==> config.mk <==
export PLATFORM = sky130hd
export DESIGN_NAME = stall_unit
export DESIGN_NICKNAME = d
export VERILOG_FILES = /design/src/rtl/stall_unit.sv
export SDC_FILE = /design/constraint.sdc
export NUM_CORES = 1
export LEC_CHECK = 0
export CAP_MARGIN = 0
export CORE_UTILIZATION = 51
export DETAILED_ROUTE_END_ITERATION = 7
export MAX_ROUTING_LAYER = met4
export PLACE_DENSITY = 0.95
export SKIP_LAST_GASP = 1
export SYNTH_ARGS = -nofsm -noshare
export SYNTH_HDL_FRONTEND = slang
export SYNTH_SLANG_ARGS = --single-unit
export TNS_END_PERCENT = 10
==> constraint.sdc <==
create_clock -name clk -period 2.4 [get_ports clk]
set_input_delay 0.36 -clock clk [delete_from_list [all_inputs] [get_ports clk]]
set_output_delay 0.36 -clock clk [all_outputs]
set_load 0.03 [all_outputs]
==> src/rtl/stall_unit.sv <==
// stall_unit: GPR Tuse/Tnew hazard detection with E/M/W tag pipeline and stall control.
// Define MD_HAZARD_EN to add mult/div busy tracking (counter-based) to the stall decision.
module stall_unit (
  input  logic       clk,
  input  logic       reset,
  input  logic [4:0] rs_d,
  input  logic [4:0] rt_d,
  input  logic [1:0] tuse_rs_d,
  input  logic [1:0] tuse_rt_d,
  input  logic [4:0] wdst_d,
  input  logic [1:0] tnew_d,
  input  logic       md_use_d,
  input  logic       md_start_e,
  input  logic       md_kind_e,
  output logic       stall,
  output logic       en_pc,
  output logic       en_d,
  output logic       clr_e,
  output logic       md_busy,
  output logic [1:0] tnew_e,
  output logic [1:0] tnew_m
);
  typedef struct packed {
    logic [4:0] dst;
    logic [1:0] tnew;
  } tag_t;

  tag_t tagE, tagM, tagW;
  logic gprHaz, mdStall;

  function automatic logic hazard(input tag_t t, input logic [4:0] src, input logic [1:0] tuse);
    return (t.dst == src) && (src != 5'd0) && (tuse < t.tnew);
  endfunction

  // Tnew counts down as a tag moves to older stages and saturates at 0.
  function automatic tag_t age(input tag_t t);
    return {t.dst, (t.tnew == 2'd0) ? 2'd0 : t.tnew - 2'd1};
  endfunction

  always_ff @(posedge clk or negedge reset)
    if (!reset) begin
      tagE <= '0;
      tagM <= '0;
      tagW <= '0;
    end else begin
      tagE <= stall ? tag_t'('0) : {wdst_d, tnew_d};
      tagM <= age(tagE);
      tagW <= age(tagM);
    end

  assign gprHaz = hazard(tagE, rs_d, tuse_rs_d) | hazard(tagM, rs_d, tuse_rs_d) |
                  hazard(tagW, rs_d, tuse_rs_d) | hazard(tagE, rt_d, tuse_rt_d) |
                  hazard(tagM, rt_d, tuse_rt_d) | hazard(tagW, rt_d, tuse_rt_d);

`ifdef MD_HAZARD_EN
  logic [3:0] mdCnt;

  always_ff @(posedge clk or negedge reset)
    if (!reset) mdCnt <= 4'd0;
    else if (md_start_e) mdCnt <= md_kind_e ? 4'd10 : 4'd5;
    else if (mdCnt != 4'd0) mdCnt <= mdCnt - 4'd1;

  // md_start_e is a live input, so mask it while reset holds the unit idle.
  assign md_busy = reset & (md_start_e | (mdCnt != 4'd0));
  assign mdStall = md_use_d & md_busy;
`else
  logic unusedMd;
  assign unusedMd = ^{md_use_d, md_start_e, md_kind_e};
  assign md_busy  = 1'b0;
  assign mdStall  = 1'b0;
`endif

  assign stall  = gprHaz | mdStall;
  assign en_pc  = ~stall;
  assign en_d   = ~stall;
  assign clr_e  = stall;
  assign tnew_e = tagE.tnew;
  assign tnew_m = tagM.tnew;
endmodule

==> summary.txt, run 1 <==
Worst setup EP type: output port
Routed WL: 3.86 mm
max-cap check violation count: 0
CP Launch Type: flip-flop
Yosys top cell area share: 0.423
clk buf depth: 2
initial antenna violation count: 0
final worst slack: -0.106 ns
DRT antenna net count: 0
IO Port Bufs: 30
fillers: 141
warnings from Yosys: 0
total clock sinks: 21
Post-Place Worst Slack: -0.448 ns
I/O pins: 35
H-Tree Depth: 1
top post-synthesis cells by area: dfrtp_1 42%, xor2_1 17%, ha_1 6.0%
CTS Buf Count: 3
Max Clk Rate: 0.399 GHz
Worst-Skew Late Latency: 0.31 ns
grt total ovfl: 0
CTS tree: built
clk slew on worst S/H paths: 0.12 ns
detailed placement HPWL: 2.41 mm
largest net degree at the start of global routing: 22
crit share post-route: 1.04
Worst Path Arrival: 2.15 ns
maximum VDD drop: 0.000416 V
critical path fanouts, max: 3
leading area contributor after synthesis: dfrtp_1
Final Max Tran Viols: 0
synthesized area: 1240 sq um
Die ar.: 2630 sq um
fin crit period: 2.51 ns
GPL Wtd Cong: 0.906
placed inst area: 1620 sq um
nets: 198
layout cell share with drive strength beyond 1: 0.224
die width: 51.3 um
total global-route track usage: 0.296
#FFs+latches synth: 21
Design Power: 0.938 mW
Fin. Hold Viols: 0
pwr dens: 534 nW/um^2
DRC: 0
setup violators final: 4
CP Class: flip-flop to output port
unique cell type count in the Yosys netlist: 21
routed vias/inst: 5.89
Core ar.: 2250 sq um
ANT cells: 0
Chip Height: 51.3 um
initial DRC count: 41
Initial Util: 0.550
Final Skew: 0.00693 ns
Syn Nets: 154
LEAKAGE: 0.807 nW
area grow syn2layout: 41.4%
first-pass GRT wire length: 5.33 mm
failing checks: negative setup slack
router iterations before antenna repair: 4
row count: 17
Avg WL per Cell: 20.0 um
Final TNS setup: -0.415 ns
HP Class: primary input to async pin
Seq/Total Area, Yosys: 0.423
Post-Syn Area per Cell: 10.2 sq um
Design Area, Final: 1760 sq um
Worst EP required: 2.04 ns
vias in the first global route: 1,118
status: finished with violations
Syn Inst Count: 122
via count: 1,137
CTS root buf: clkbuf_4
path summary, 6_finish.rpt:
kind / startpoint / end / slack [ns] / cells past startpoint
hold reg to reg: tnew_e[0] / tnew_m[0] / 0.46 / 1
min in group clk: tnew_e[0] / tnew_m[0] / 0.46 / 1
max in group asynchronous: reset / tagW[5] / 1.80 / 2
setup reg to reg: tnew_m[1] / tagE[2] / 0.45 / 8
setup / recovery: tagE[2] / stall / -0.11 / 7
hold / removal: reset / tagM[6] / 0.38 / 2
registers in the layout, indices dropped and copies added (netlist names):
signal and count:
tagW 7, tagM 5, tnew_e 2, tagE 5, tnew_m 2
cell families after synthesis:
family,count (synthesis),synth area share
XOR/XNOR,30,0.212
other,1,0.00302
buffers and inverters,13,0.0605
flip-flops,21,0.423
AO/OA/AOI/OAI,17,0.114
adder cells (fa/ha/maj),6,0.0605
AND/OR/NAND/NOR,34,0.127
per-stage QoR:
step / util / hold WS (ns) / instances
2_1_floorplan: - / 0.0644 / 122
3_3_place_gp: 0.717 / 0.418 / 186
3_5_place_dp: 0.717 / 0.429 / 186
4_1_cts: 0.735 / 0.402 / 190
5_1_grt: 0.779 / 0.414 / 193
6_report: 0.779 / 0.382 / 193
layer usage:
layer,wire length (um),GRT usage,vias to the layer above
met4,155,0.122,0
met3,221,0.0238,20
met5,0,-,-
met1,1370,0.353,545
li1,-,-,502
met2,2110,0.518,70
cell usage after synthesis:
cell type	instances
a211oi_1	7
nor4_1	4
a22o_1	1
nor3_1	4
a21boi_2	1
conb_1	1
nand2b_1	1
inv_1	6
dfrtp_1	21
a2111oi_2	1
buf_4	7
nor2_1	8
o21ai_0	5
nand3_1	4
nand2_1	10
xor2_1	24
a22oi_1	1
o211ai_4	1
ha_1	6
xnor2_1	6
nand4_1	3
cell type report:
class	instances	area [sq um]	area share
clock buffer	4	26.3	0.0150
tap	28	35.0	0.0200
multi-input combinational	88	718	0.409
timing repair buffer	46	428	0.244
sequential	21	526	0.299
inverter	6	22.5	0.0128
critical path, stage by stage, from the launching register on:
cell,delay (ns)
dfrtp_1,0.44
xor2_1,0.18
nor3_1,0.32
nand4_1,0.22
o211ai_4,0.28
buf_6,0.14
a22o_4,0.13
buf_6,0.13
where the power goes:
group / leakage [nW] / switching [mW] / internal (mW)
clock network: 0.0150 / 0.115 / 0.0650
logic: 0.538 / 0.175 / 0.151
registers: 0.254 / 0.0422 / 0.390
placed cells by master (no fill, tap or decap):
master,Yosys,routed
inv_1,6,4
xnor2_1,6,5
clkdlybuf4s50_1,0,19
ha_1,6,5
buf_6,0,3
nand4_1,3,3
dlygate4sd2_1,0,3
a21boi_2,1,1
nor4_2,0,3
a2111oi_4,0,1
ha_4,0,1
xnor2_2,0,1
dfrtp_1,21,21
o211ai_4,1,1
conb_1,1,1
nand3_1,4,3
buf_4,7,17
o21ai_0,5,5
nor2_1,8,8
clkbuf_1,0,1
a22oi_2,0,1
xor2_2,0,1
a211oi_1,7,7
nand3_2,0,1
a22o_4,0,1
dlymetal6s2s_1,0,4
nor4_1,4,1
nor3_1,4,4
nand2_1,10,10
nand2b_1,1,1
xor2_1,24,23
inv_2,0,2
clkbuf_4,0,3
timing repair:
item | in CTS | in global routing
hold buffers | 0 | 0
setup buffers | 0 | 3
pin swaps | 3 | 7
endpoints found under the setup margin | 4 | 4
gates resized for setup | 17 | 18
hold endpoints to repair | 0 | 0
Note: power is estimated with default switching activity, not from simulation.
==> inputs of run 2 (changes only) <==
Settings changed: CORE_UTILIZATION 51 to 35, PLACE_DENSITY 0.95 to 0.73, SKIP_CTS_REPAIR_TIMING from default to 1.
==> run 2 against run 1 <==
The run now ends clean. Critical endpoint is now en_d. Largest cell class unchanged. Non-clock buffer count unchanged. Via count decreased by 7.6%. Sequential share of layout area decreased by 0.25 points. Core utilization decreased by 25 points. Sequential power decreased by 2%. Clock-buffer cell count decreased by 1. Worst setup slack improved by 0.12 ns. Global-route usage decreased by 12 points. Design area increased by 0.86%.
==> summary.txt, run 2 (same netlist as run 1, synthesis figures left out) <==
Worst Path Arrival: 2.02 ns
Worst EP required: 2.04 ns
detailed placement HPWL: 2.24 mm
first-pass GRT wire length: 4.43 mm
grt total ovfl: 0
nets: 198
DRC: 0
LEAKAGE: 0.828 nW
total clock sinks: 21
layout cell share with drive strength beyond 1: 0.218
Avg WL per Cell: 14.4 um
GPL Wtd Cong: 0.932
initial antenna violation count: 0
final hold slack: 0.353 ns
area grow syn2layout: 42.6%
vias in the first global route: 999
Routed WL: 3.04 mm
Register Area: 526 sq um
Chip Height: 61.6 um
Post-Place Worst Slack: -0.460 ns
routed vias/inst: 4.98
biggest regs: tagW x7, tagE x5, tagM x5
Post-Layout Cell Count: 211
setup violators final: 0
final worst slack: 0.0178 ns
row count: 21
CTS Buf Count: 3
critical path fanouts, max: 4
Core ar.: 3360 sq um
initial DRC count: 40
CP Launch Type: primary input
max reg flops: 7
CTS root buf: clkbuf_4
total global-route track usage: 0.172
Multi-input gate area: 698 sq um
DRT antenna net count: 0
die width: 61.6 um
crit share post-route: 0.993
IO Port Bufs: 30
Design Power: 0.911 mW
highest-count cells in the layout ignoring fill and taps: 24 x xor2_1, 21 x dfrtp_1, 19 x clkdlybuf4s50_1
final core occ: 0.526
Initial Util: 0.369
Max Clk Rate: 0.420 GHz
pwr dens: 515 nW/um^2
Final Skew: 0.00797 ns
RSZ-0062 raised after global routing: true
maximum VDD drop: 0.000295 V
Die ar.: 3790 sq um
router iterations before antenna repair: 4
Placed Cells: 203
H-Tree Depth: 1
fin crit period: 2.38 ns
most common cell after layout, fill and taps aside: xor2_1
CP Class: primary input to output port
Worst setup EP type: output port
CTS tree: built
Fin. Hold Viols: 0
max-cap check violation count: 0
clk slew on worst S/H paths: 0.13 ns
fillers: 324
largest net degree at the start of global routing: 22
Final Max Tran Viols: 0
Largest Register: tagW
ANT cells: 0
status: completed
Worst-Skew Late Latency: 0.32 ns
clk buf depth: 2
via count: 1,051
I/O pins: 35
HP Class: primary input to async pin
## run 2: cell count changes in the layout (fill, tap and decap cells not counted), sizes merged
| cell | before | now |
|---|---|---|
| clkinv | 0 | 1 |
| buf | 20 | 18 |
| clkbuf | 4 | 5 |
| dlygate4sd2 | 3 | 0 |
| dlymetal6s2s | 4 | 7 |
## run 2: through the flow
| stage | instance area (sq um) | TNS (ns) |
|---|---|---|
| after floorplan | 1240 | 0 |
| after global placement | 1630 | -1.10 |
| after detailed placement | 1630 | -1.27 |
| after CTS | 1660 | -1.33 |
| after global routing | 1770 | -0.0598 |
| final | 1770 | 0 |
## run 2: per-layer routing
metal	track usage	wire, um	vias up
met4	0.0857	91	0
met5	-	0	-
met1	0.212	1320	510
met2	0.270	1510	35
li1	-	-	497
met3	0.0294	126	9
## run 2: layout make-up
class                      instances  share of cell area
tap                               46              0.0325
clock buffer                       3              0.0127
timing repair buffer              46               0.248
multi-input combinational         88               0.394
sequential                        21               0.297
clock inverter                     1             0.00283
inverter                           6              0.0127
## run 2: path summary, 6_finish.rpt
path / startpoint / endpoint / slack (ns) / depth (start not counted)
min: reset / tagW[1] / 0.35 / 2
max in group asynchronous: reset / tagE[5] / 1.82 / 2
max reg2reg: tnew_m[1] / tagE[2] / 0.60 / 9
min reg2reg: tnew_e[0] / tnew_m[0] / 0.45 / 1
max: rt_d[0] / en_d / 0.02 / 7
min in group clk: tnew_e[0] / tnew_m[0] / 0.45 / 1
## run 2: worst max-delay path, stage by stage
cell	delay, ns
clkdlybuf4s50_1	0.63
xor2_1	0.15
a2111oi_4	0.37
nand2_1	0.11
nand3_2	0.11
a22oi_2	0.10
clkbuf_4	0.19
## run 2: where the power goes
| group | switching [mW] | internal [mW] |
|---|---|---|
| clock network | 0.119 | 0.0624 |
| registers | 0.0348 | 0.390 |
| logic | 0.158 | 0.146 |
| total | 0.312 | 0.599 |
